$ cat src/rtl/fetch_pkg.sv
// fetch_pkg: shared types and constants for the fetch_ctrl instruction fetch block.
package fetch_pkg;

  typedef enum logic [1:0] {
    RESET_S = 2'd0,
    ISSUE   = 2'd1,
    WAIT    = 2'd2
  } fetch_state_e;

  localparam int INSTR_W = 32;
  localparam int PC_INC  = 4;

endpackage

$ cat src/rtl/pc_next_sel.sv
// pc_next_sel: redirect priority mux (jalr > branch > sequential) and branch target adder.
// With FETCH_CTRL_MISALIGN_EN defined, targets are word-aligned and a misaligned flag is produced.
module pc_next_sel
  import fetch_pkg::*;
#(
  parameter int WIDTH = 32
) (
  input  logic [WIDTH-1:0] pc,
  input  logic             branch_taken,
  input  logic [WIDTH-1:0] branch_pc,
  input  logic [WIDTH-1:0] imm_op,
  input  logic             jalr_en,
  input  logic [WIDTH-1:0] jalr_target,
  output logic             redirect,
  output logic [WIDTH-1:0] redirect_pc,
  output logic [WIDTH-1:0] seq_pc
`ifdef FETCH_CTRL_MISALIGN_EN
  ,
  output logic             misaligned
`endif
);

  logic [WIDTH-1:0] target;

  always_comb begin
    target = branch_pc + imm_op;
    if (jalr_en) begin
      target = jalr_target;
    end
  end

  assign redirect = jalr_en | branch_taken;
  assign seq_pc   = pc + WIDTH'(PC_INC);

`ifdef FETCH_CTRL_MISALIGN_EN
  assign misaligned  = |target[1:0];
  assign redirect_pc = {target[WIDTH-1:2], 2'b00};
`else
  assign redirect_pc = target;
`endif

endmodule

$ cat src/rtl/fetch_ctrl.sv
// fetch_ctrl: single-outstanding instruction fetch FSM with one-entry decode buffer and redirect/flush.
// Optional: define FETCH_CTRL_MISALIGN_EN to add the misalign output and word-align redirect targets.
module fetch_ctrl
  import fetch_pkg::*;
#(
  parameter int               WIDTH    = 32,
  parameter logic [WIDTH-1:0] RESET_PC = '0
) (
  input  logic               clk,
  input  logic               rst,
  input  logic               stall,
  input  logic               PCsrc,
  input  logic [WIDTH-1:0]   branch_pc,
  input  logic [WIDTH-1:0]   ImmOp,
  input  logic               jalr_en,
  input  logic [WIDTH-1:0]   jalr_target,
  output logic               imem_req,
  output logic [WIDTH-1:0]   imem_addr,
  input  logic               imem_ack,
  input  logic [INSTR_W-1:0] imem_rdata,
  output logic               instr_valid,
  output logic [INSTR_W-1:0] instr,
  output logic [WIDTH-1:0]   instr_pc,
  input  logic               id_ready,
  output logic [WIDTH-1:0]   PC,
  output logic               flush
`ifdef FETCH_CTRL_MISALIGN_EN
  ,
  output logic               misalign
`endif
);

  fetch_state_e     state;
  logic             discard;
  logic             redirect;
  logic             issue;
  logic [WIDTH-1:0] redirect_pc;
  logic [WIDTH-1:0] seq_pc;
`ifdef FETCH_CTRL_MISALIGN_EN
  logic             misaligned;
`endif

  pc_next_sel #(
    .WIDTH(WIDTH)
  ) u_pc_next_sel (
    .pc          (PC),
    .branch_taken(PCsrc),
    .branch_pc   (branch_pc),
    .imm_op      (ImmOp),
    .jalr_en     (jalr_en),
    .jalr_target (jalr_target),
    .redirect    (redirect),
    .redirect_pc (redirect_pc),
    .seq_pc      (seq_pc)
`ifdef FETCH_CTRL_MISALIGN_EN
    ,
    .misaligned  (misaligned)
`endif
  );

  // The request is decoded from state so a 1-cycle memory sustains one fetch every two cycles.
  assign issue     = !rst && (state == ISSUE) && !stall && (!instr_valid || id_ready);
  assign imem_req  = issue;
  assign imem_addr = PC;

  always_ff @(posedge clk) begin
    if (rst) begin
      state       <= RESET_S;
      PC          <= RESET_PC;
      instr_valid <= 1'b0;
      instr       <= '0;
      instr_pc    <= '0;
      flush       <= 1'b0;
      discard     <= 1'b0;
`ifdef FETCH_CTRL_MISALIGN_EN
      misalign    <= 1'b0;
`endif
    end else begin
      flush <= redirect;
`ifdef FETCH_CTRL_MISALIGN_EN
      misalign <= redirect && misaligned;
`endif
      if (instr_valid && id_ready) begin
        instr_valid <= 1'b0;
      end

      case (state)
        RESET_S: begin
          state <= ISSUE;
        end
        ISSUE: begin
          if (issue) begin
            state   <= WAIT;
            discard <= redirect;
          end
        end
        WAIT: begin
          // An ack always ends the outstanding request; a coincident redirect only drops its data.
          if (imem_ack) begin
            state   <= ISSUE;
            discard <= 1'b0;
            if (!discard && !redirect) begin
              instr       <= imem_rdata;
              instr_pc    <= PC;
              instr_valid <= 1'b1;
              PC          <= seq_pc;
            end
          end else if (redirect) begin
            discard <= 1'b1;
          end
        end
        default: begin
          state <= RESET_S;
        end
      endcase

      if (redirect) begin
        PC          <= redirect_pc;
        instr_valid <= 1'b0;
      end
    end
  end

endmodule

$ cat config.mk
export PLATFORM = sky130hd
export DESIGN_NAME = fetch_ctrl
export DESIGN_NICKNAME = d
export VERILOG_FILES = /design/src/rtl/fetch_pkg.sv /design/src/rtl/pc_next_sel.sv /design/src/rtl/fetch_ctrl.sv
export SDC_FILE = /design/constraint.sdc
export NUM_CORES = 1
export LEC_CHECK = 0
export CORE_AREA = 2 2 125 127
export DETAILED_ROUTE_END_ITERATION = 10
export DIE_AREA = 0 0 127 129
export GPL_TIMING_DRIVEN = 1
export PLACE_DENSITY = 0.8
export RECOVER_POWER = 100
export SLEW_MARGIN = 20
export SYNTH_ARGS = -nofsm -noshare
export SYNTH_HDL_FRONTEND = slang
export SYNTH_SLANG_ARGS = --single-unit
$ cat constraint.sdc
create_clock -name clk -period 3.4 [get_ports clk]
set_input_delay 0.68 -clock clk [delete_from_list [all_inputs] [get_ports clk]]
set_output_delay 0.68 -clock clk [all_outputs]
set_load 0.05 [all_outputs]
Word-level counts from Yosys, hierarchy flattened
Index checks and enable logic that the tools add are counted.
- add/sub/neg operators: 2
- $mul: 0
- divide/modulo/power cells: 0
- magnitude comparators: 0
- equality and inequality tests: 5
- shift-type cells: 0
- multiplexer cells: 16
- bitwise gates (word level): 1
- reductions and logical operators: 21
- operators with widths (cell ; count):
    32-bit 2-to-1 mux ; 5
    32-bit by 3-bit adder with 32-bit output, second input constant ; 1
    32-bit adder ; 1
    3-bit AND reduction ; 3
    2-bit nonzero test ; 4
    1-bit 2-to-1 mux ; 7
    2-bit one-hot mux with 3 select lines ; 1
    1-bit logical AND ; 5
    1-bit zero test ; 5
    2-bit 2-to-1 mux ; 2
    2-bit != test, second input constant ; 2
    3-bit != test, second input constant ; 1
    2-bit by 1-bit == test with 1-bit output, second input constant ; 1
    2-bit == test, second input constant ; 1
    2-bit zero test ; 1
    1-bit one-hot mux with 2 select lines ; 1
    2-bit AND reduction ; 1
    2-bit OR reduction ; 1
    1-bit logical OR ; 1
    1-bit bitwise OR ; 1
- register bits: 101
- bits in latches: 0
- memory bits (writable): 0
- bits in read-only memories: 0
- bits of input ports: 135
- output and inout port bits: 131
- logic and storage cells: 52
- memories: 0

Logic depth before layout (Yosys ltp)
- word-level depth: 7
- depth in mapped cells: 10
- gate-level depth less buffers: 10

By module
A second synthesis with hierarchy kept.
- cell total of the unflattened synthesis: 958
- area total of the unflattened synthesis: 7582.3 sq um
- modules (own cells, without submodules) (module ; times used ; cells each ; area each (sq um) ; sequential area each (sq um)):
    fetch_ctrl ; 1 ; 530 ; 4708.3 ; 2021.9
    pc_next_sel ; 1 ; 428 ; 2874.0 ; 0.0

Least setup slack after synthesis
OpenSTA, ideal clock, no wires.
- path kind: input -> register
- from: in branch_pc[0]
- to: reg PC[24]
- setup time: 0.061 ns
- data arrival time: 2.851 ns
- data required time: 3.339 ns
- path slack: 0.488 ns
- stages: 10
- path buffers: 0
- cells stage by stage: ha_1 -> fa_1 -> a211oi_1 -> o211ai_1 -> a32oi_2 -> a21oi_2 -> a211oi_4 -> mux2_1 -> nand2_1 -> a32o_1
- longest elaborated chain between the ends: 3
- ends and longest elaborated chain (item ; line ; source):
    start: declaration ; fetch_ctrl.sv:13 ; input logic [WIDTH-1:0] branch_pc,
    32-bit adder ; pc_next_sel.sv:26 ; target = branch_pc + imm_op;
    32-bit 2-to-1 mux ; pc_next_sel.sv:27 ; if (jalr_en) begin
    32-bit 2-to-1 mux ; fetch_ctrl.sv:117 ; if (redirect) begin
    end signal: assignment ; fetch_ctrl.sv:106 ; PC <= seq_pc;
    end signal: assignment ; fetch_ctrl.sv:118 ; PC <= redirect_pc;
    end: declaration ; fetch_ctrl.sv:25 ; output logic [WIDTH-1:0] PC,
Every way passes these cells.
A chain may end at the register's enable or synchronous reset.

Worst setup path in the final report
Same ends and word-level chain as after synthesis.

==> impl_table.tex <==
\begin{tabular}{lr}
\hline
Metric & Value \\
\hline
\multicolumn{2}{l}{\textbf{Layout}} \\
\quad Post-synthesis to final-layout area growth & 45.6\% \\
\quad Ratio of cells with drive above 1 in the final layout & 0.0590 \\
\quad Post-layout net count & around 1200 \\
\quad Diode insertion count for antenna repair & 0 \\
\quad Number of standard cells in the final layout excluding fillers & 1272 \\
\quad Finished Cell Area & 0.00943 sq mm \\
\multicolumn{2}{l}{\textbf{STA}} \\
\quad Share of the clock period used by the worst path & 0.967 \\
\quad Clock skew & between 0.006 and 0.007 ns \\
\quad Min Tclk post-route & 3.29 ns \\
\quad Slew @ Worst Pin & about 1.7 ns \\
\quad Max Transition Viols Final & between 80 and 90 \\
\quad Worst slew margin & -0.108 \\
\quad Endpoints failing setup & 0 \\
\quad Final setup slack of the worst path & between 0.1 and 0.15 ns \\
\quad Setup repair after global routing missed its margin & false \\
\quad Final Hold Violating Endpoints & 0 \\
\quad Maximum clock frequency & approximately 300 MHz \\
\multicolumn{2}{l}{\textbf{Routing}} \\
\quad Number of vias per cell & 5.43 \\
\quad Via total after detailed routing & just under 7000 \\
\quad Average routed wire per standard cell & approximately 17 microns \\
\quad Drt total wl & 21100 microns \\
\quad Number of design rule violations left after detail routing & 0 \\
\quad Routed Antenna Nets & 0 \\
\quad Initial DRC count & approximately 520 \\
\quad First-pass DRT Iterations & 5 \\
\multicolumn{2}{l}{\textbf{Synthesis}} \\
\quad Post-synth top flop & sky130\_fd\_sc\_hd\_\_dfxtp\_1 \\
\quad Post-synthesis net count & approximately 1000 \\
\quad Number of enable-type register cells in the synthesized netlist & 0 \\
\quad Fraction of registers with async set/reset & 0 \\
\quad Synthesized instance count & about 860 \\
\quad Warning count from the yosys run & 0 \\
\quad Number of distinct library cells after synthesis & 71 \\
\quad Per-instance average area after synthesis & between 7 and 8 sq um \\
\quad Post-synthesis instance area & around 0.0065 sq mm \\
\quad Post-synthesis sequential element count & approximately 100 \\
\quad Sequential-to-total area share from yosys stat & 0.312 \\
\multicolumn{2}{l}{\textbf{Place}} \\
\quad Number of buffers inserted by port buffering & approximately 270 \\
\quad Post-Place Cells & roughly 1300 \\
\quad GPL Wtd Cong & 0.890 \\
\quad Placed cell area & just over 0.009 sq mm \\
\quad Worst-case setup slack after placement & -0.160 ns \\
\quad Dpl hpwl & approximately 16000 microns \\
\multicolumn{2}{l}{\textbf{Clock network}} \\
\quad TritonCTS clock tree & built \\
\quad Clock insertion delay at the later pin of the skew report & approximately 0.34 ns \\
\quad Number of buffers added to fix hold violations after cts & 0 \\
\quad Buffer depth of the longest clock path & 2 \\
\quad Maximum level of the CTS H-tree & 3 \\
\quad Clock buffers created by TritonCTS & 9 \\
\quad Clk slew on worst S/H paths & about 0.070 ns \\
\quad Post-CTS resize count & 0 \\
\quad Number of sinks handled by clock tree synthesis & 101 \\
\quad Post-CTS repair timing setup buffer count & 0 \\
\quad CTS root buf & sky130\_fd\_sc\_hd\_\_clkbuf\_16 \\
\multicolumn{2}{l}{\textbf{Critical path}} \\
\quad Required @ worst endpoint & $\sim$3.7 ns \\
\quad Biggest cell delay along the critical path & 0.41 ns \\
\quad Worst path cell trace & clkdlybuf4s50\_1 -> ha\_1 -> fa\_1 -> a211oi\_1 -> o211ai\_1 -> a32oi\_2 -> a21oi\_2 -> a211oi\_4 -> mux2\_1 -> nand2\_1 -> a32o\_1 \\
\quad Crit path max-delay family & compound AO/OA/AOI/OAI gates \\
\quad Launching element type of the critical path & input port \\
\quad Critical path's slowest cell & sky130\_fd\_sc\_hd\_\_clkdlybuf4s50\_1 \\
\quad Crit Path Class & in -> reg \\
\quad Total buffers and inverters traversed by the critical path & 1 \\
\quad Peak fanout along the critical path & 3 \\
\quad Kind of capture point of the worst setup path & flip-flop \\
\quad Arrival @ worst endpoint & about 3.6 ns \\
\multicolumn{2}{l}{\textbf{GRT}} \\
\quad Total Routing Usage GR & 0.249 \\
\quad Vias in the first global route & roughly 6300 \\
\quad Maximum number of pins on one net before global-route repair & just over 80 \\
\quad Antenna violations before repair & 0 \\
\quad Wire length of the first global-routing pass & around 33000 microns \\
\quad Total overflow reported by the global router & 0 \\
\multicolumn{2}{l}{\textbf{Die}} \\
\quad Row cnt & 45 \\
\quad Full die area & approximately 0.016 sq mm \\
\quad Core Footprint & around 0.015 sq mm \\
\quad Chip Height & between 100 and 150 microns \\
\quad Number of top-level design ports & about 270 \\
\quad Die Wd & 127 microns \\
\quad Initial cell density of the core & 0.432 \\
\multicolumn{2}{l}{\textbf{Power}} \\
\quad Lkg Pwr & 3.88 nW \\
\quad Max VDD drop & about 0.00020 V \\
\quad Power density normalized to cell area & roughly 360 mW/mm\^{}2 \\
\quad Overall power of the completed layout & 3.43 mW \\
\multicolumn{2}{l}{\textbf{Run status}} \\
\quad Status & complete, but fails checks \\
\quad Failing checks & capacitance limit, slew limit \\
\multicolumn{2}{l}{\textbf{Hold path}} \\
\quad Hold Crit Class & reg -> reg \\
\multicolumn{2}{l}{\textbf{Flow run}} \\
\quad Count of maximum capacitance violations & 1 \\
\hline
\end{tabular}
[cells in the final DEF (no fill, tap or decap), drive strengths merged, types with 4 or more instances in the layout]
cell	count
nand2	173
dlygate4sd3	132
clkdlybuf4s50	131
a21oi	112
dfxtp	101
nor2	69
ha	32
buf	26
xor2	24
xnor2	23
a21o	21
o21ai	21
a211oi	20
nor3	18
nand4	16
clkbuf	15
nand3	14
and3	10
inv	9
and2	7
a31oi	7
nand2b	6
o22ai	6
a221oi	6
o31ai	6
nor3b	6
o211ai	5
mux2i	5
nor2b	4
or3	4
or2	4
o21a	4
clkinv	4
[report_power, final]
group          total (mW)  leakage [nW]  switching, mW  internal (mW)
logic                1.09          2.91          0.636          0.454
clock network        1.04         0.148          0.450          0.590
registers            1.30         0.822         0.0754           1.22
total                3.43          3.88           1.16           2.27
[sequential cells by signal (all words and copies together), names as in the netlist]
name         flops
PC              32
discard          1
flush            1
instr           32
instr_pc        32
instr_valid      1
state            2
[cell type report]
type	count	area, sq um
Clock inverter	5	61.3
Inverter	9	33.8
Sequential cell	101	2020
Tap cell	188	235
Timing Repair Buffer	294	2860
Multi-Input combinational cell	665	3970
Fill cell	1350	5550
Clock buffer	10	239
[synthesized netlist by cell type (10+ instances only)]
cell	instances	area, sq um
sky130_fd_sc_hd__nand3_1	14	70.1
sky130_fd_sc_hd__nor2_1	69	259
sky130_fd_sc_hd__o21ai_0	20	100
sky130_fd_sc_hd__and3_1	10	62.6
sky130_fd_sc_hd__nor3_1	17	85.1
sky130_fd_sc_hd__nand2_1	172	646
sky130_fd_sc_hd__xnor2_1	23	201
sky130_fd_sc_hd__xor2_1	24	210
sky130_fd_sc_hd__nand4_1	15	93.8
sky130_fd_sc_hd__a211oi_1	18	135
sky130_fd_sc_hd__buf_4	32	240
sky130_fd_sc_hd__dfxtp_1	101	2020
sky130_fd_sc_hd__clkbuf_1	39	146
sky130_fd_sc_hd__a21o_1	21	158
sky130_fd_sc_hd__ha_1	32	400
sky130_fd_sc_hd__a21oi_1	111	556
[through the flow]
stage / TNS, ns / hold slack (ns) / utilization
final: 0 / 0.450 / 0.629
after floorplan: 0 / 0.533 / -
after CTS: 0 / 0.454 / 0.631
after detailed placement: -0.750 / 0.445 / 0.611
after global routing: 0 / 0.463 / 0.629
after global placement: -0.575 / 0.441 / 0.611
[per-layer routing]
metal	share of wire	vias up	routed length, microns	global-route usage
met5	0	-	0	0
met4	0.021	0	435	0.0743
met3	0.073	32	1540	0.0395
met2	0.46	293	9810	0.415
met1	0.44	3151	9310	0.334
li1	-	3437	-	-
[worst paths after layout]
path	from	endpoint	slack (ns)	depth (start not counted)
max	branch_pc[0]	PC[24]$_SDFFE_PP0P_	0.11	11
min	instr_pc[19]$_SDFFE_PP0P_	instr_pc[19]$_SDFFE_PP0P_	0.45	2
max reg2reg	PC[5]$_SDFFE_PP0P_	PC[25]$_SDFFE_PP0P_	0.78	8
min reg2reg	instr_pc[19]$_SDFFE_PP0P_	instr_pc[19]$_SDFFE_PP0P_	0.45	2
[worst reg2reg max path, cell delays in order (launching register included)]
cell                       delay [ns]
sky130_fd_sc_hd__dfxtp_1         0.56
sky130_fd_sc_hd__and3_1          0.28
sky130_fd_sc_hd__nand4b_2        0.27
sky130_fd_sc_hd__nor4_1          0.37
sky130_fd_sc_hd__nand2b_1        0.16
sky130_fd_sc_hd__a21oi_1         0.06
sky130_fd_sc_hd__a311oi_1        0.44
sky130_fd_sc_hd__nand4_1         0.18
sky130_fd_sc_hd__o31ai_2         0.22
[kinds of logic (layout without fill, tap and decap cells)]
group                      after synthesis  after routing  synth area share
AOI/OAI and AO/OA                      234            234             0.231
buffers and inverters                   90            318            0.0748
DFF                                    101            101             0.312
muxes                                    6              6           0.00947
and+or+nand+nor                        345            345             0.244
xor gates and xnor gates                47             47            0.0636
adders and majority gates               33             33            0.0649
No activity file was read; power rests on OpenSTA's default activity.
